### src/rtl/tw_pkg.sv
// Shared types and helpers for the threewire arbiter and its round-robin selector.
// No logic; state encoding, default widths and a width helper only.
package tw_pkg;

  localparam int DEF_ADDR_BITS = 9;
  localparam int DEF_DATA_BITS = 16;

  typedef enum logic [2:0] {
    ST_IDLE      = 3'd0,
    ST_START     = 3'd1,
    ST_WAIT_BUSY = 3'd2,
    ST_WAIT_DONE = 3'd3,
    ST_COMPLETE  = 3'd4
  } tw_state_e;

  // Never returns 0 so a single-entry range still gets a 1-bit index.
  function automatic int tw_clog2(input int n);
    int w;
    w = 1;
    while ((1 << w) < n) w++;
    return w;
  endfunction

endpackage

### src/rtl/tw_rr_select.sv
// Round-robin priority pick: first set bit of eligible at or above ptr, with wrap.
// Purely combinational, zero latency; no backpressure (caller decides when to use the pick).
module tw_rr_select #(
  parameter int N     = 2,
  parameter int IDX_W = 1
) (
  input  logic [N-1:0]     eligible,
  input  logic [IDX_W-1:0] ptr,
  output logic [IDX_W-1:0] grant_idx,
  output logic             grant_vld
);

  always_comb begin
    grant_idx = '0;
    grant_vld = 1'b0;
    for (int i = 0; i < N; i++) begin
      if (!grant_vld && eligible[(int'(ptr) + i) % N]) begin
        grant_vld = 1'b1;
        grant_idx = IDX_W'((int'(ptr) + i) % N);
      end
    end
  end

endmodule

### src/rtl/tw_arbiter.sv
// Shares one threewire master between NUM_REQ requesters, round-robin, one transaction at a time.
// Grant to out_tw_start is 1 cycle; requesters hold in_req until their one-cycle out_ack.
module tw_arbiter
  import tw_pkg::*;
#(
  parameter int NUM_REQ       = 2,
  parameter int ADDR_BITS     = DEF_ADDR_BITS,
  parameter int DATA_BITS     = DEF_DATA_BITS,
  parameter int START_TIMEOUT = 255
) (
  input  logic                           in_clk,
  input  logic                           in_rst,
  input  logic [NUM_REQ-1:0]             in_req,
  input  logic [NUM_REQ-1:0]             in_mode_wr,
  input  logic [NUM_REQ*ADDR_BITS-1:0]   in_addr,
  input  logic [NUM_REQ*DATA_BITS-1:0]   in_wr_data,
  output logic [NUM_REQ-1:0]             out_ack,
  output logic                           out_err,
  output logic [DATA_BITS-1:0]           out_rd_data,
  output logic                           out_busy,
  output logic                           out_tw_start,
  output logic                           out_tw_mode_wr,
  output logic [ADDR_BITS-1:0]           out_tw_addr,
  output logic [DATA_BITS-1:0]           out_tw_wr_data,
  input  logic [DATA_BITS-1:0]           in_tw_rd_data,
  input  logic                           in_tw_running
);

  localparam int IDX_W = tw_clog2(NUM_REQ);
  localparam int CNT_W = tw_clog2(START_TIMEOUT + 1);

  tw_state_e            state_q, state_d;
  logic [IDX_W-1:0]     grant_q, grant_d;
  logic [IDX_W-1:0]     ptr_q, ptr_d;
  logic [NUM_REQ-1:0]   holdoff_q, holdoff_d;
  logic [CNT_W-1:0]     cnt_q, cnt_d;
  logic                 err_q, err_d;
  logic                 tw_mode_wr_q, tw_mode_wr_d;
  logic [ADDR_BITS-1:0] tw_addr_q, tw_addr_d;
  logic [DATA_BITS-1:0] tw_wr_data_q, tw_wr_data_d;
  logic [DATA_BITS-1:0] rd_data_q, rd_data_d;

  logic [NUM_REQ-1:0]   eligible;
  logic [IDX_W-1:0]     sel_idx;
  logic                 sel_vld;

  // A timed-out threewire may still be running; hold off new grants until it goes idle.
  assign eligible = (state_q == ST_IDLE && !in_tw_running) ? (in_req & ~holdoff_q) : '0;

  tw_rr_select #(
    .N     (NUM_REQ),
    .IDX_W (IDX_W)
  ) u_rr_select (
    .eligible  (eligible),
    .ptr       (ptr_q),
    .grant_idx (sel_idx),
    .grant_vld (sel_vld)
  );

  always_comb begin
    state_d      = state_q;
    grant_d      = grant_q;
    ptr_d        = ptr_q;
    holdoff_d    = holdoff_q;
    cnt_d        = cnt_q;
    err_d        = err_q;
    tw_mode_wr_d = tw_mode_wr_q;
    tw_addr_d    = tw_addr_q;
    tw_wr_data_d = tw_wr_data_q;
    rd_data_d    = rd_data_q;

    case (state_q)
      ST_IDLE: begin
        holdoff_d = '0;
        if (sel_vld) begin
          grant_d      = sel_idx;
          tw_mode_wr_d = in_mode_wr[sel_idx];
          tw_addr_d    = in_addr[int'(sel_idx) * ADDR_BITS +: ADDR_BITS];
          tw_wr_data_d = in_wr_data[int'(sel_idx) * DATA_BITS +: DATA_BITS];
          state_d      = ST_START;
        end
      end
      ST_START: begin
        cnt_d   = '0;
        state_d = ST_WAIT_BUSY;
      end
      ST_WAIT_BUSY: begin
        if (in_tw_running) begin
          state_d = ST_WAIT_DONE;
        end else if (cnt_q == CNT_W'(START_TIMEOUT)) begin
          err_d   = 1'b1;
          state_d = ST_COMPLETE;
        end else begin
          cnt_d = cnt_q + CNT_W'(1);
        end
      end
      ST_WAIT_DONE: begin
        if (!in_tw_running) begin
          if (!tw_mode_wr_q) rd_data_d = in_tw_rd_data;
          state_d = ST_COMPLETE;
        end
      end
      ST_COMPLETE: begin
        holdoff_d = NUM_REQ'(1) << grant_q;
        ptr_d     = (grant_q == IDX_W'(NUM_REQ - 1)) ? '0 : grant_q + IDX_W'(1);
        err_d     = 1'b0;
        state_d   = ST_IDLE;
      end
      default: state_d = ST_IDLE;
    endcase
  end

  always_ff @(posedge in_clk or posedge in_rst) begin
    if (in_rst) begin
      state_q      <= ST_IDLE;
      grant_q      <= '0;
      ptr_q        <= '0;
      holdoff_q    <= '0;
      cnt_q        <= '0;
      err_q        <= 1'b0;
      tw_mode_wr_q <= 1'b0;
      tw_addr_q    <= '0;
      tw_wr_data_q <= '0;
      rd_data_q    <= '0;
    end else begin
      state_q      <= state_d;
      grant_q      <= grant_d;
      ptr_q        <= ptr_d;
      holdoff_q    <= holdoff_d;
      cnt_q        <= cnt_d;
      err_q        <= err_d;
      tw_mode_wr_q <= tw_mode_wr_d;
      tw_addr_q    <= tw_addr_d;
      tw_wr_data_q <= tw_wr_data_d;
      rd_data_q    <= rd_data_d;
    end
  end

  assign out_busy       = (state_q != ST_IDLE);
  assign out_tw_start   = (state_q == ST_START);
  assign out_ack        = (state_q == ST_COMPLETE) ? (NUM_REQ'(1) << grant_q) : '0;
  assign out_err        = (state_q == ST_COMPLETE) && err_q;
  assign out_rd_data    = rd_data_q;
  assign out_tw_mode_wr = tw_mode_wr_q;
  assign out_tw_addr    = tw_addr_q;
  assign out_tw_wr_data = tw_wr_data_q;

endmodule

### config.mk
export PLATFORM = sky130hd
export DESIGN_NAME = tw_arbiter
export DESIGN_NICKNAME = d
export VERILOG_FILES = /design/src/rtl/tw_pkg.sv /design/src/rtl/tw_rr_select.sv /design/src/rtl/tw_arbiter.sv
export SDC_FILE = /design/constraint.sdc
export NUM_CORES = 1
export LEC_CHECK = 0
export CAP_MARGIN = 20
export CORE_MARGIN = 5
export CORE_UTILIZATION = 30
export DETAILED_ROUTE_END_ITERATION = 12
export REMOVE_ABC_BUFFERS = 1
export SLEW_MARGIN = 30
export SYNTH_ARGS = -nofsm -noshare
export SYNTH_HDL_FRONTEND = slang
export SYNTH_SLANG_ARGS = --single-unit
### constraint.sdc
create_clock -name in_clk -period 3.2 [get_ports in_clk]
set_clock_uncertainty 0.05 [all_clocks]
set_input_delay 0.64 -clock in_clk [delete_from_list [all_inputs] [get_ports in_clk]]
set_output_delay 0.64 -clock in_clk [all_outputs]
set_load 0.01 [all_outputs]
==> Word-level counts from Yosys, hierarchy flattened <==
Cells that the tools add are included.
{ "totals": {"register_bits": 58, "latchBits": 0, "ramBits": 0, "rom_bits": 0, "in_bits": 73, "out_inout_bits": 47, "word_cells": 77, "n_memories": 0} }
{ "classes": {"add_sub_neg": 3, "multipliers": 1, "n_div": 0, "order_cmp": 3, "n_eq_ne": 11, "n_shift": 3, "n_mux": 26, "n_bitwise": 5, "reduce_logical": 15} }
{ "ops": {"columns": ["operator", "count"], "rows": [
  ["32-bit by 6-bit indexed part select with 16-bit output", 1],
  ["18-bit by 6-bit indexed part select with 9-bit output", 1],
  ["8-bit two-way mux", 2],
  ["8-bit case mux with 2 select lines", 1],
  ["1-bit two-way mux", 14],
  ["3-bit two-way mux", 4],
  ["3-bit case mux with 4 select lines", 1],
  ["3-bit AND reduction", 4],
  ["2-bit inequality test, second input constant", 5],
  ["8-bit by 1-bit adder with 8-bit output, second input constant", 1],
  ["8-bit == test, second input constant", 1],
  ["3-bit by 2-bit == test with 1-bit output, second input constant", 2],
  ["2-bit nonzero test", 3],
  ["1-bit by 4-bit multiplier with 5-bit output, second input constant", 1],
  ["1-bit by 2-bit less-than comparator with 1-bit output, second input constant", 2],
  ["2-bit two-way mux", 2],
  ["2-bit case mux with 2 select lines", 1],
  ["3-bit by 1-bit == test with 1-bit output, second input constant", 1],
  ["3-bit == test, second input constant", 1],
  ["1-bit logical AND", 3],
  ["3-bit zero test", 1],
  ["2-bit by 3-bit less-than comparator with 1-bit output, second input constant", 1],
  ["3-bit inequality test, second input constant", 1],
  ["3-bit nonzero test", 1],
  ["other kinds (9)", 12]
]} }

==> Depth between registers and ports, before layout <==
{ "depth": {"ltp_word": 11, "ltp_mapped": 7, "ltp_nobuf": 5} }

==> Hierarchy <==
A second synthesis with hierarchy kept.
{ "hier_totals": {"hier_cells": 243, "area_unflattened_um2": 2696.3} }
{ "modules_own_cells": {"columns": ["mod", "n_inst", "cells_each", "area_per_inst_um2", "seq_area_each_um2"], "rows": [
  ["tw_arbiter", 1, 240, 2678.8, 1451.4],
  ["tw_rr_select", 1, 3, 17.5, 0.0]
]} }

==> Worst setup path after synthesis <==
Ideal clock, no wire load.
{ "synth_path": {"kind": "input -> register", "from": "in in_req[0]", "to": "reg tw_addr_q[0] (netlist: out_tw_addr[0])", "setup_time_ns": 0.130, "arrival_ns": 1.655, "required_ns": 3.020, "slack_ns": 1.365, "stages": 6, "path_buffers": 2, "path_cell_list": "or3b_2 > and3_1 > buf_6 > buf_8 > nand2_1 > a31oi_1"} }
{ "synth_between": {"elab_chain_cells": 10, "elab_cells_between_ends": 16, "cone_classes": "mul: 1; shift: 1; mux: 10; bitwise: 1; reduce/logical: 3"} }
{ "synth_rtl": {"columns": ["element", "line_no", "text"], "rows": [
  ["from (decl)", "tw_arbiter.sv:13", "input logic [NUM_REQ-1:0] in_req,"],
  ["2-bit bitwise AND *", "tw_arbiter.sv:48", "assign eligible = (state_q == ST_IDLE && !in_tw_running) ? (in_req & ~holdoff_q) : '0;"],
  ["2-bit two-way mux *", "tw_arbiter.sv:48", null],
  ["1-bit two-way mux (implied by the code) (2 in a row)", "tw_rr_select.sv:17", "if (!grant_vld && eligible[(int'(ptr) + i) % N]) begin"],
  ["1-bit two-way mux", "tw_rr_select.sv:17", null],
  ["1-bit zero test", "tw_rr_select.sv:17", null],
  ["1-bit logical AND", "tw_rr_select.sv:17", null],
  ["1-bit two-way mux", "tw_rr_select.sv:17", null],
  ["1-bit by 4-bit multiplier with 5-bit output", "tw_arbiter.sv:78", "tw_addr_d = in_addr[int'(sel_idx) * ADDR_BITS +: ADDR_BITS];"],
  ["18-bit by 6-bit indexed part select with 9-bit output", "tw_arbiter.sv:78", null],
  ["to (signal assigned)", "tw_arbiter.sv:133", "tw_addr_q <= tw_addr_d;"],
  ["to (decl)", "tw_arbiter.sv:39", "logic [ADDR_BITS-1:0] tw_addr_q, tw_addr_d;"]
]} }
Every way passes the cells marked *; elsewhere a longest branch is shown, timed or not. The select of a mux whose other input is x is not followed.
A chain may end at the register's enable or synchronous reset.

==> Worst setup path after layout <==
{ "layout_path": {"from": "reg state_q[0]", "to": "out out_ack[1]"} }
{ "layout_between": {"elab_chain_cells": 2} }
{ "layout_rtl": {"columns": ["element", "line_no", "text"], "rows": [
  ["from (decl)", "tw_arbiter.sv:32", "tw_state_e state_q, state_d;"],
  ["from (signal assigned)", "tw_arbiter.sv:126", "state_q <= state_d;"],
  ["3-bit == test", "tw_arbiter.sv:141", "assign out_ack = (state_q == ST_COMPLETE) ? (NUM_REQ'(1) << grant_q) : '0;"],
  ["2-bit two-way mux", "tw_arbiter.sv:141", null],
  ["to (decl)", "tw_arbiter.sv:17", "output logic [NUM_REQ-1:0] out_ack,"]
]} }
No other way between the ends.

==> qor.csv <==
metric;value;unit
outcome;finished, final reports clean;
switchingPower;1.148;mW
cap_violations;0;
synth.distinct_cells;36;
clock_power_share;0.185;
die_area;11070;um^2
crit_buf_inv;2;
antenna_cells;0;
period_minus_slack;2730;ps
finalHoldViolations;0;
final_nets;453;
area_growth;52.00;%
required;2510;ps
grt_pass1_vias;2429;
path_cells;nor2_1 > nand3_1 > inv_1 > clkdlybuf4s50_1;
die_y;105.2;um
dieWidth;105.2;um
finalMaxSlewViolations;0;
power.total;3.449;mW
final_cell_mix;119 x clkdlybuf4s50_1, 62 x nand2_1, 58 x dfrtp_1, 36 x nor2_1, 26 x a31oi_1;
grt_pass1_wl;12.08;mm
clock_sinks;58;
vias;2283;
p_leak;1.801;nW
antenna_found_initial;0;
wl_per_cell;14.64;um
insertion_delay;330;ps
detail-route-antenna-nets;0;
p_per_area;834.5;nW/um^2
final_common_cell;clkdlybuf4s50_1;
cpMaxStageDelayCell;dfrtp_1;
dpl.hpwl;5.253;mm
drive_gt1_frac;0.1149;
overflow;0;
ctsResizeCount;0;
comb_power_share;0.438;
start_util;0.3103;
totalWireLength;7.189;mm
yosysWarningCount;0;
grt_max_degree;55;
start_kind;flip-flop;
first_pass_iters;4;
clk_path_buf_depth;2;
layout.cells.non_filler;491;
dp.cells;476;
cts_tree;done;
rsz0062_at_grt;no;
cp_max_fo;9;
relSlewSlack;0.5928;
fin_crit_sh;0.8532;
synth-seq-area-share;0.5338;
place.gp.congestion;0.7278;
hold-worst-slack;461.9;ps
fmax;366.3;MHz
power_frac_seq;0.377;
viasPerCell;4.650;
htreeDepth;3;
post_cts_buffers;0;
max_stage_delay;530;ps
cp-end-kind;primary output;
clk_pin_slew;70;ps
min_path_type;reg2reg;
swShare;0.3329;
fp.coreArea;8763;um^2
synth_cells;262;
cts_made_buffers;9;
rows;34;
io_buffer_count;119;
cts-hold-fix-buffers;0;
ioPinCount;120;
drt_iter0_drc;44;
grt_usage;0.1341;
finalSetupTns;0;ps
synth.avg_cell_area;10.38;um^2
drc;0;
path_delay_family;buffers and inverters;
clockRootBuffer;clkbuf_8;
tightestPinTransition;610.0;ps
ys_seq_elements;58;
setup_violations;0;
crit_type;reg2out;
irDropWorstVdd;0.3056;mV
p_int;2.301;mW
cp_data_arrival_time;2040;ps
netlist_area;2719;um^2
==> power groups by stage <==
stage               sequential [mW]  clock, mW  combinational [mW]
finish                         1.30      0.639                1.51
detailed placement             1.32          0                1.53
global route                   1.36      0.691                1.65
floorplan                      1.41          0               0.590
global placement               1.30          0                1.52
CTS                            1.31      0.663                1.54
==> cell usage after synthesis <==
master | count | area, um^2
a211oi_1 | 1 | 7.510
a21oi_1 | 5 | 25.02
a31oi_1 | 26 | 162.7
and2_1 | 1 | 6.260
and3_1 | 3 | 18.77
and4bb_2 | 1 | 12.51
buf_2 | 6 | 30.03
buf_4 | 2 | 15.01
buf_6 | 5 | 56.30
buf_8 | 2 | 30.03
dfrtp_1 | 58 | 1451
ha_1 | 1 | 12.51
inv_1 | 4 | 15.01
mux2_2 | 6 | 67.56
mux2_4 | 10 | 150.1
mux2i_1 | 2 | 20.02
nand2_1 | 62 | 232.7
nand3_1 | 2 | 10.01
nand3_2 | 1 | 10.01
nand3b_1 | 1 | 7.510
nand3b_4 | 1 | 20.02
nand4_1 | 2 | 12.51
nor2_1 | 36 | 135.1
nor2b_1 | 3 | 18.77
nor3b_4 | 1 | 18.77
nor4_4 | 1 | 21.27
nor4b_4 | 1 | 23.77
o2111ai_1 | 1 | 8.760
o211ai_1 | 1 | 7.510
o21a_1 | 2 | 15.01
o21ai_0 | 6 | 30.03
o21ba_2 | 1 | 10.01
or3_1 | 2 | 12.51
or3b_2 | 1 | 8.760
xnor2_1 | 1 | 8.760
xor2_1 | 3 | 26.28
==> worst paths after layout <==
path                                            endpoint  slack (ps)  cells after the start                       start
setup / recovery                              out_ack[1]         470                      4      state_q[0]$_DFFE_PP0P_
hold / removal                out_rd_data[9]$_DFFE_PP0P_         460                      1  out_rd_data[9]$_DFFE_PP0P_
setup reg to reg              out_tw_addr[3]$_DFFE_PP0P_        1150                      4      state_q[2]$_DFFE_PP0P_
hold reg to reg               out_rd_data[9]$_DFFE_PP0P_         460                      1  out_rd_data[9]$_DFFE_PP0P_
max in group asynchronous  out_tw_wr_data[0]$_DFFE_PP0P_        1850                      3                      in_rst
min in group asynchronous     out_rd_data[2]$_DFFE_PP0P_         650                      2                      in_rst
==> flip-flops by register name (all words and copies together) (netlist names), 2 cells and up <==
name,flops
out_rd_data,16
cnt_q,8
out_tw_wr_data,16
out_tw_addr,9
state_q,3
holdoff_q,2
==> logic make-up after synthesis <==
| kind of cell | count (synthesis) | share of synthesized area |
|---|---|---|
| and+or+nand+nor | 119 | 0.2094 |
| DFF | 58 | 0.5338 |
| AOI/OAI and AO/OA | 43 | 0.09802 |
| buffers and inverters | 19 | 0.05384 |
| muxes | 18 | 0.08743 |
| xor gates and xnor gates | 4 | 0.01289 |
| adders and majority gates | 1 | 0.004601 |
==> final cells by class <==
class / count / area (um^2)
timing repair buffer: 121 / 1219
tap: 108 / 135.1
multi-input combinational: 185 / 1124
clock inverter: 2 / 10.01
inverter: 4 / 15.01
fill: 861 / 4631
sequential: 58 / 1451
clock buffer: 13 / 178.9
==> per-stage QoR <==
step / setup slack [ps] / utilization / instance area (um^2)
floorplan: 961.0 / - / 2587
global placement: 379.8 / 0.4499 / 3943
detailed placement: 335.6 / 0.4499 / 3943
CTS: 453.6 / 0.4714 / 4131
global route: 354.0 / 0.4716 / 4133
finish: 469.7 / 0.4716 / 4133
==> metal layers <==
layer	GRT usage	vias up	share of wire
li1	-	1123	-
met1	0.1669	1064	0.44
met2	0.2033	85	0.46
met3	0.05857	11	0.086
met4	0.05479	0	0.018
met5	0	-	0
Note: power is estimated with default switching activity, not from simulation.
